--- src/rtl/adc_burst_sequencer.sv ---
// Burst sequencer for the LTC2315 ADC interface (sck domain): accumulates a burst of
// good samples, drops error samples, resyncs the ADC on errors or stalls, and hands off a result.
module adc_burst_sequencer #(
  parameter int LEN_W          = 8,
  parameter int TIMEOUT        = 128,
  parameter int MAX_CONSEC_ERR = 4,
  parameter int RST_CYCLES     = 4,
  parameter int MAX_RETRIES    = 3
) (
  input  logic               sck,
  input  logic               rst_n,
  input  logic               start_i,
  input  logic [LEN_W-1:0]   burst_len_i,
  input  logic [11:0]        adc_data_i,
  input  logic               adc_valid_i,
  input  logic               adc_error_i,
  output logic               adc_rst_o,
  output logic               busy_o,
  output logic [LEN_W+11:0]  sum_o,
  output logic [LEN_W:0]     count_o,
  output logic               fault_o,
  output logic               result_valid_o,
  input  logic               result_ready_i,
  output logic [7:0]         err_count_o
);

  localparam int TMR_W = $clog2(TIMEOUT);
  localparam int CE_W  = $clog2(MAX_CONSEC_ERR + 1);
  localparam int RT_W  = $clog2(MAX_RETRIES + 1);
  localparam int RC_W  = $clog2(RST_CYCLES + 1);

  typedef enum logic [1:0] {IDLE, CAPTURE, RESYNC, DONE} state_t;

  state_t             state_q, state_d;
  logic [LEN_W-1:0]   len_q;
  logic [LEN_W+11:0]  sum_q;
  logic [LEN_W:0]     cnt_q;
  logic [TMR_W-1:0]   timer_q;
  logic [CE_W-1:0]    consec_q;
  logic [RT_W-1:0]    retries_q;
  logic [RC_W-1:0]    rcnt_q;
  logic               fault_q;
  logic               adc_rst_q;
  logic [7:0]         err_q;

  logic good, bad, last_good, resync_req, exhausted, rst_done;

  always_comb begin
    good       = adc_valid_i & ~adc_error_i;
    bad        = adc_valid_i &  adc_error_i;
    last_good  = good && (cnt_q == {1'b0, len_q});
    resync_req = (bad && (consec_q == CE_W'(MAX_CONSEC_ERR - 1)))
              || (!adc_valid_i && (timer_q == TMR_W'(TIMEOUT - 1)));
    exhausted  = (retries_q == RT_W'(MAX_RETRIES));
    rst_done   = (rcnt_q == RC_W'(RST_CYCLES - 1));
  end

  always_comb begin
    state_d = state_q;
    case (state_q)
      IDLE:    if (start_i) state_d = CAPTURE;
      // completion takes priority; an exhausted retry budget skips the reset pulse entirely
      CAPTURE: if (last_good)       state_d = DONE;
               else if (resync_req) state_d = exhausted ? DONE : RESYNC;
      RESYNC:  if (rst_done) state_d = CAPTURE;
      DONE:    if (result_ready_i) state_d = IDLE;
      default: state_d = IDLE;
    endcase
  end

  always_ff @(posedge sck) begin
    if (!rst_n) begin
      state_q   <= IDLE;
      len_q     <= '0;
      sum_q     <= '0;
      cnt_q     <= '0;
      timer_q   <= '0;
      consec_q  <= '0;
      retries_q <= '0;
      rcnt_q    <= '0;
      fault_q   <= 1'b0;
      adc_rst_q <= 1'b1;
      err_q     <= '0;
    end else begin
      state_q   <= state_d;
      adc_rst_q <= (state_d == RESYNC);
      case (state_q)
        IDLE: if (start_i) begin
          len_q     <= burst_len_i;
          sum_q     <= '0;
          cnt_q     <= '0;
          timer_q   <= '0;
          consec_q  <= '0;
          retries_q <= '0;
          fault_q   <= 1'b0;
        end
        CAPTURE: begin
          timer_q <= adc_valid_i ? '0 : timer_q + TMR_W'(1);
          if (good) begin
            sum_q    <= sum_q + (LEN_W+12)'(adc_data_i);
            cnt_q    <= cnt_q + (LEN_W+1)'(1);
            consec_q <= '0;
          end
          if (bad) begin
            if (err_q != 8'hFF) err_q <= err_q + 8'd1;
            consec_q <= consec_q + CE_W'(1);
          end
          if (resync_req && !last_good) begin
            if (exhausted) fault_q <= 1'b1;
            else begin
              retries_q <= retries_q + RT_W'(1);
              rcnt_q    <= '0;
            end
          end
        end
        RESYNC: begin
          rcnt_q <= rcnt_q + RC_W'(1);
          if (rst_done) begin
            timer_q  <= '0;
            consec_q <= '0;
          end
        end
        default: ;
      endcase
    end
  end

  assign adc_rst_o      = adc_rst_q;
  assign busy_o         = (state_q != IDLE);
  assign result_valid_o = (state_q == DONE);
  assign sum_o          = sum_q;
  assign count_o        = cnt_q;
  assign fault_o        = fault_q;
  assign err_count_o    = err_q;

endmodule

--- config.mk ---
export PLATFORM = sky130hd
export DESIGN_NAME = adc_burst_sequencer
export DESIGN_NICKNAME = d
export VERILOG_FILES = /design/src/rtl/adc_burst_sequencer.sv
export SDC_FILE = /design/constraint.sdc
export NUM_CORES = 1
export LEC_CHECK = 0
export CORE_MARGIN = 2
export CORE_UTILIZATION = 45
export CTS_BUF_LIST = sky130_fd_sc_hd__clkbuf_4
export DETAILED_ROUTE_END_ITERATION = 10
export MAX_ROUTING_LAYER = met4
export PLACE_DENSITY = 0.73
export SYNTH_ARGS = -nofsm -noshare
export SYNTH_HDL_FRONTEND = slang
export SYNTH_SLANG_ARGS = --single-unit
--- constraint.sdc ---
create_clock -name sck -period 4.7 [get_ports sck]
set_clock_uncertainty 0.05 [all_clocks]
set_input_delay 1.175 -clock sck [delete_from_list [all_inputs] [get_ports sck]]
set_output_delay 1.175 -clock sck [all_outputs]
set_load 0.01 [all_outputs]
Word level (Yosys, flattened, before mapping)
Index checks and enable logic that the tools add are counted.
{ "op_classes": {"addsub": 7, "n_eq_ne": 17, "mux": 33, "bitwise_logic": 3, "n_reduce_logical": 20} }
{ "op_table": {"columns": ["cell", "count"], "rows": [
  ["two-way mux 20 bit", 2],
  ["one-hot mux 20 bit (2 select lines)", 1],
  ["two-way mux 7 bit", 3],
  ["one-hot mux 7 bit (3 select lines)", 1],
  ["adder 20 x 12 -> 20 bit", 1],
  ["two-way mux 3 bit", 6],
  ["two-way mux 9 bit", 2],
  ["one-hot mux 9 bit (2 select lines)", 1],
  ["two-way mux 2 bit", 8],
  ["!= test 2 bit, second input constant", 6],
  ["AND reduction 3 bit", 4],
  ["AND reduction 4 bit", 3],
  ["adder 9 x 1 -> 9 bit, second input constant", 1],
  ["== test 9 x 8 -> 1 bit", 1],
  ["one-hot mux 3 bit (3 select lines)", 1],
  ["adder 8 x 1 -> 8 bit, second input constant", 1],
  ["== test 2 bit, second input constant", 4],
  ["!= test 8 bit, second input constant", 1],
  ["one-hot mux 2 bit (4 select lines)", 1],
  ["adder 7 x 1 -> 7 bit, second input constant", 1],
  ["== test 7 bit, second input constant", 1],
  ["adder 3 x 1 -> 3 bit, second input constant", 2],
  ["== test 3 x 2 -> 1 bit, second input constant", 2],
  ["one-hot mux 3 bit (2 select lines)", 1],
  ["other kinds (15)", 25]
]} }
{ "word_totals": {"reg_bits": 64, "inputBits": 26} }

Logic depth before layout (Yosys ltp)
{ "depth": {"ltp_word": 7, "ltp_mapped": 8, "mapped_depth_nobuf": 8} }

Worst setup path before layout
No wires, ideal clock.
{ "synth_timing": {"path_type": "input-to-reg", "startpoint": "input port adc_data_i[7]", "endpoint": "register sum_q[16], in the netlist sum_o[16]", "setup_ns": 0.071, "arrival_time_ns": 2.936, "required_ns": 4.579, "setup_slack_ns": 1.643, "cell_stages": 7, "path_buffers": 1, "cell_sequence": "ha_1 clkbuf_1 nand2_1 o41a_1 o21a_1 or4_1 a21oi_1"} }
{ "synth_via": {"elab_chain_len": 3} }
{ "synth_lines": {"columns": ["element", "line", "source"], "rows": [
  ["start, declared", "14", "input logic [11:0] adc_data_i,"],
  ["adder 20 x 12 -> 20 bit", "100", "sum_q <= sum_q + (LEN_W+12)'(adc_data_i);"],
  ["two-way mux 20 bit", "99", "if (good) begin"],
  ["one-hot mux 20 bit (2 select lines)", "87", "case (state_q)"],
  ["end signal, assigned", "100", null],
  ["end, declared", "36", "logic [LEN_W+11:0] sum_q;"]
]} }
Every way passes these cells. The select of a mux whose other input is x is not followed.
A chain may end at the register's enable or synchronous reset.

Worst setup path after layout
{ "layout_timing": {"startpoint": "input port adc_data_i[0]", "endpoint": "register sum_q[16], in the netlist sum_o[16]"} }
The elaborated chain is that of the path after synthesis.

==> impl_metrics.tcl <==
set metrics [dict create \
    cp_max_fo 8 \
    first_pass_iters 5 \
    final_common_cell "clkdlybuf4s50_1" \
    hold_buffers 0 \
    cts_buffers 9 \
    dp_hpwl_um 5537 \
    synth_edf_count 0 \
    ctsResizeCount 0 \
    multi_input_area_sq_mm 0.001996 \
    cp_data_arrival_time_ns 3.49 \
    synth_top_cell_by_area "dfxtp_1" \
    power.share.combinational 0.123 \
    finalSetupTns_ns 0 \
    status "finished clean" \
    gr-total-overflow 0 \
    ir_drop_v 0.0001353 \
    finalSetupViolCount 0 \
    wirelength_um 7526 \
    worstMarginPinSlew_ns 0.8164 \
    vias 3007 \
    synth_seq_area_share 0.3793 \
    ys.flop_type "dfxtp_1" \
    postRouteAntennaNets 0 \
    core_area_sq_mm 0.007253 \
    drcViolationCount 0 \
    cts.sinks 64 \
    clock_latency_ns 0.39 \
    start_util 0.4658 \
    die_h_um 90.65 \
    rsz0062_at_grt "false" \
    cts_tree "built" \
    async_reset_ff_frac 0 \
    fillers 659 \
    worstHoldPathCells 2 \
    rrSetupSlack_ns 2.34 \
    grt_pass1_vias 2904 \
    syn_nets 439 \
    finalPower_uw 1112 \
    holdCritStartpoint "len_q[5]" \
    netSwitchingPower_uw 272.6 \
    yosys_warnings 0 \
    cp-start-kind "input pin" \
    fp.dieW_um 90.65 \
    synth_area_leaders "dfxtp_1 (38%), ha_1 (7.4%), nand2_1 (5.1%)" \
    antennaDiodeCount 0 \
    htree_levels 3 \
    rows 31 \
    dieArea_sq_mm 0.008217 \
    crit_type "input pin to flop" \
    end_kind "flop" \
    cts_setup_buffers 0 \
    min_period_ns 3.217 \
    root_buffer "clkbuf_4" \
    cp.required_ns 4.97 \
    wl_per_cell_um 13.44 \
    place_area_sq_mm 0.004110 \
    synth.avg_cell_area_sq_um 8.618 \
    drive_gt1_frac 0.05423 \
    pin_count 67 \
    first_iter_violations 97 \
    regArea_sq_mm 0.001281 \
    design_area_sq_mm 0.004264 \
    power_frac_clock 0.369 \
    synth_area_sq_mm 0.003378 \
    grt_pass1_wl_um 12760 \
    min_to "len_q[5]" \
    clockBufferDepth 2 \
    area_growth_pct 26.22 \
    final_cell_mix "clkdlybuf4s50_1 (66), dfxtp_1 (64), nand2_1 (46), nor2_1 (36), a21oi_1 (32)" \
    min_path_type "flop to flop" \
    ys_seq_elements 64 \
    synth_cell_types 51 \
    p_per_area_mw_per_mm2 260.7 \
    via_per_inst 5.370 \
    gp_congestion 0.8893 \
    slew_violations 0 \
    r2r-start "sum_o[0]" \
    grt_max_degree 26 \
    nets 503 \
    hold_violations 0 \
    synthCells 392 \
    antenna_found_initial 0 \
    clk_pin_slew_ns 0.10 \
    seq_power_share 0.508 \
    clock.fmax_mhz 310.9 \
    reg2reg_depth 8 \
    port_buffers 66 \
    fin_util 0.5879 \
    p_leak_uw 0.001616 \
    slew_headroom 0.4551 \
    rr_endpoint "sum_o[16]" \
    netlist.area_leader.share 0.3793 \
    p_int_uw 839.1 \
    switching_share 0.2452 \
    track_usage 0.1916 \
    finalCritPeriodShare 0.6844 \
    cap_violations 0 \
]
-- stage by stage --
stage | hold slack [ns] | worst slack [ns] | cells
detailed placement | 0.4090 | 1.102 | 544
finish | 0.4230 | 1.483 | 560
global route | 0.4439 | 1.352 | 560
floorplan | 0.3978 | 1.643 | 392
CTS | 0.4233 | 1.517 | 560
global placement | 0.4042 | 1.138 | 544
-- synthesized netlist by cell type, drive strengths merged (3+ instances only) --
| master | number |
|---|---|
| a22oi | 9 |
| a21o | 4 |
| xnor2 | 13 |
| nand4 | 15 |
| nand2b | 4 |
| or3 | 13 |
| clkbuf | 14 |
| dfxtp | 64 |
| a21boi | 4 |
| nand3 | 11 |
| nor3 | 3 |
| a211oi | 3 |
| nand2 | 47 |
| mux2i | 5 |
| a21oi | 32 |
| nor2b | 6 |
| and3 | 8 |
| ha | 20 |
| inv | 7 |
| o21ai | 17 |
| xor2 | 19 |
| nor2 | 37 |
| and2 | 5 |
-- logic make-up (layout without fill, tap and decap cells) --
group / after synthesis / count (layout) / share of synthesized area
buffers and inverters: 23 / 92 / 0.03000
xor gates and xnor gates: 32 / 32 / 0.08296
AOI/OAI and AO/OA: 83 / 83 / 0.1541
adders and majority gates: 21 / 21 / 0.08000
muxes: 6 / 6 / 0.01815
DFF: 64 / 64 / 0.3793
and+or+nand+nor: 163 / 163 / 0.2556
-- area by class of cell --
type / count / area share
well taps: 99 / 0.02905
clock buffers: 11 / 0.01937
multi-input cells: 305 / 0.4680
flip-flops and latches: 64 / 0.3005
inverters: 7 / 0.006162
repair buffers: 69 / 0.1602
clock inverters: 5 / 0.01673
-- flip-flops by register name (all words and copies together), names as in the netlist --
register / count
timer_q: 7
len_q: 8
count_o: 9
consec_q: 3
rcnt_q: 3
state_q: 2
retries_q: 2
sum_o: 20
fault_o: 1
adc_rst_o: 1
err_count_o: 8
-- critical path, cell delays in order --
cell and delay (ns):
clkdlybuf4s50_1 0.47, ha_1 0.19, fa_1 0.22, a21o_1 0.16, a22oi_1 0.08, o41a_1 0.37
o21a_1 0.27, or4_1 0.41, a21oi_1 0.14
-- power groups by stage --
| stage | registers, uW | clock network, uW | logic (uW) |
|---|---|---|---|
| global placement | 577 | 0 | 136 |
| finish | 564 | 410 | 137 |
| floorplan | 574 | 0 | 87.0 |
| CTS | 564 | 422 | 138 |
| detailed placement | 577 | 0 | 137 |
| global route | 566 | 444 | 153 |
-- worst max path at each step --
stage	start	end	slack, ns	cells past startpoint
final	adc_data_i[0]	sum_o[16]	1.48	9
after global routing	adc_data_i[0]	sum_o[16]	1.35	9
after CTS	adc_data_i[0]	sum_o[16]	1.52	9
after detailed placement	adc_data_i[0]	sum_o[16]	1.10	9
after global placement	adc_data_i[0]	sum_o[16]	1.14	9
after floorplan	adc_data_i[7]	sum_o[16]	1.64	7
-- layer usage --
metal | track usage | part of all wire | vias to the layer above
met5 | - | 0 | -
met4 | 0.05897 | 0.011 | 0
met3 | 0.03923 | 0.045 | 11
met2 | 0.3215 | 0.48 | 64
met1 | 0.2318 | 0.47 | 1406
li1 | - | - | 1526
(Power assumes the default switching activity.)
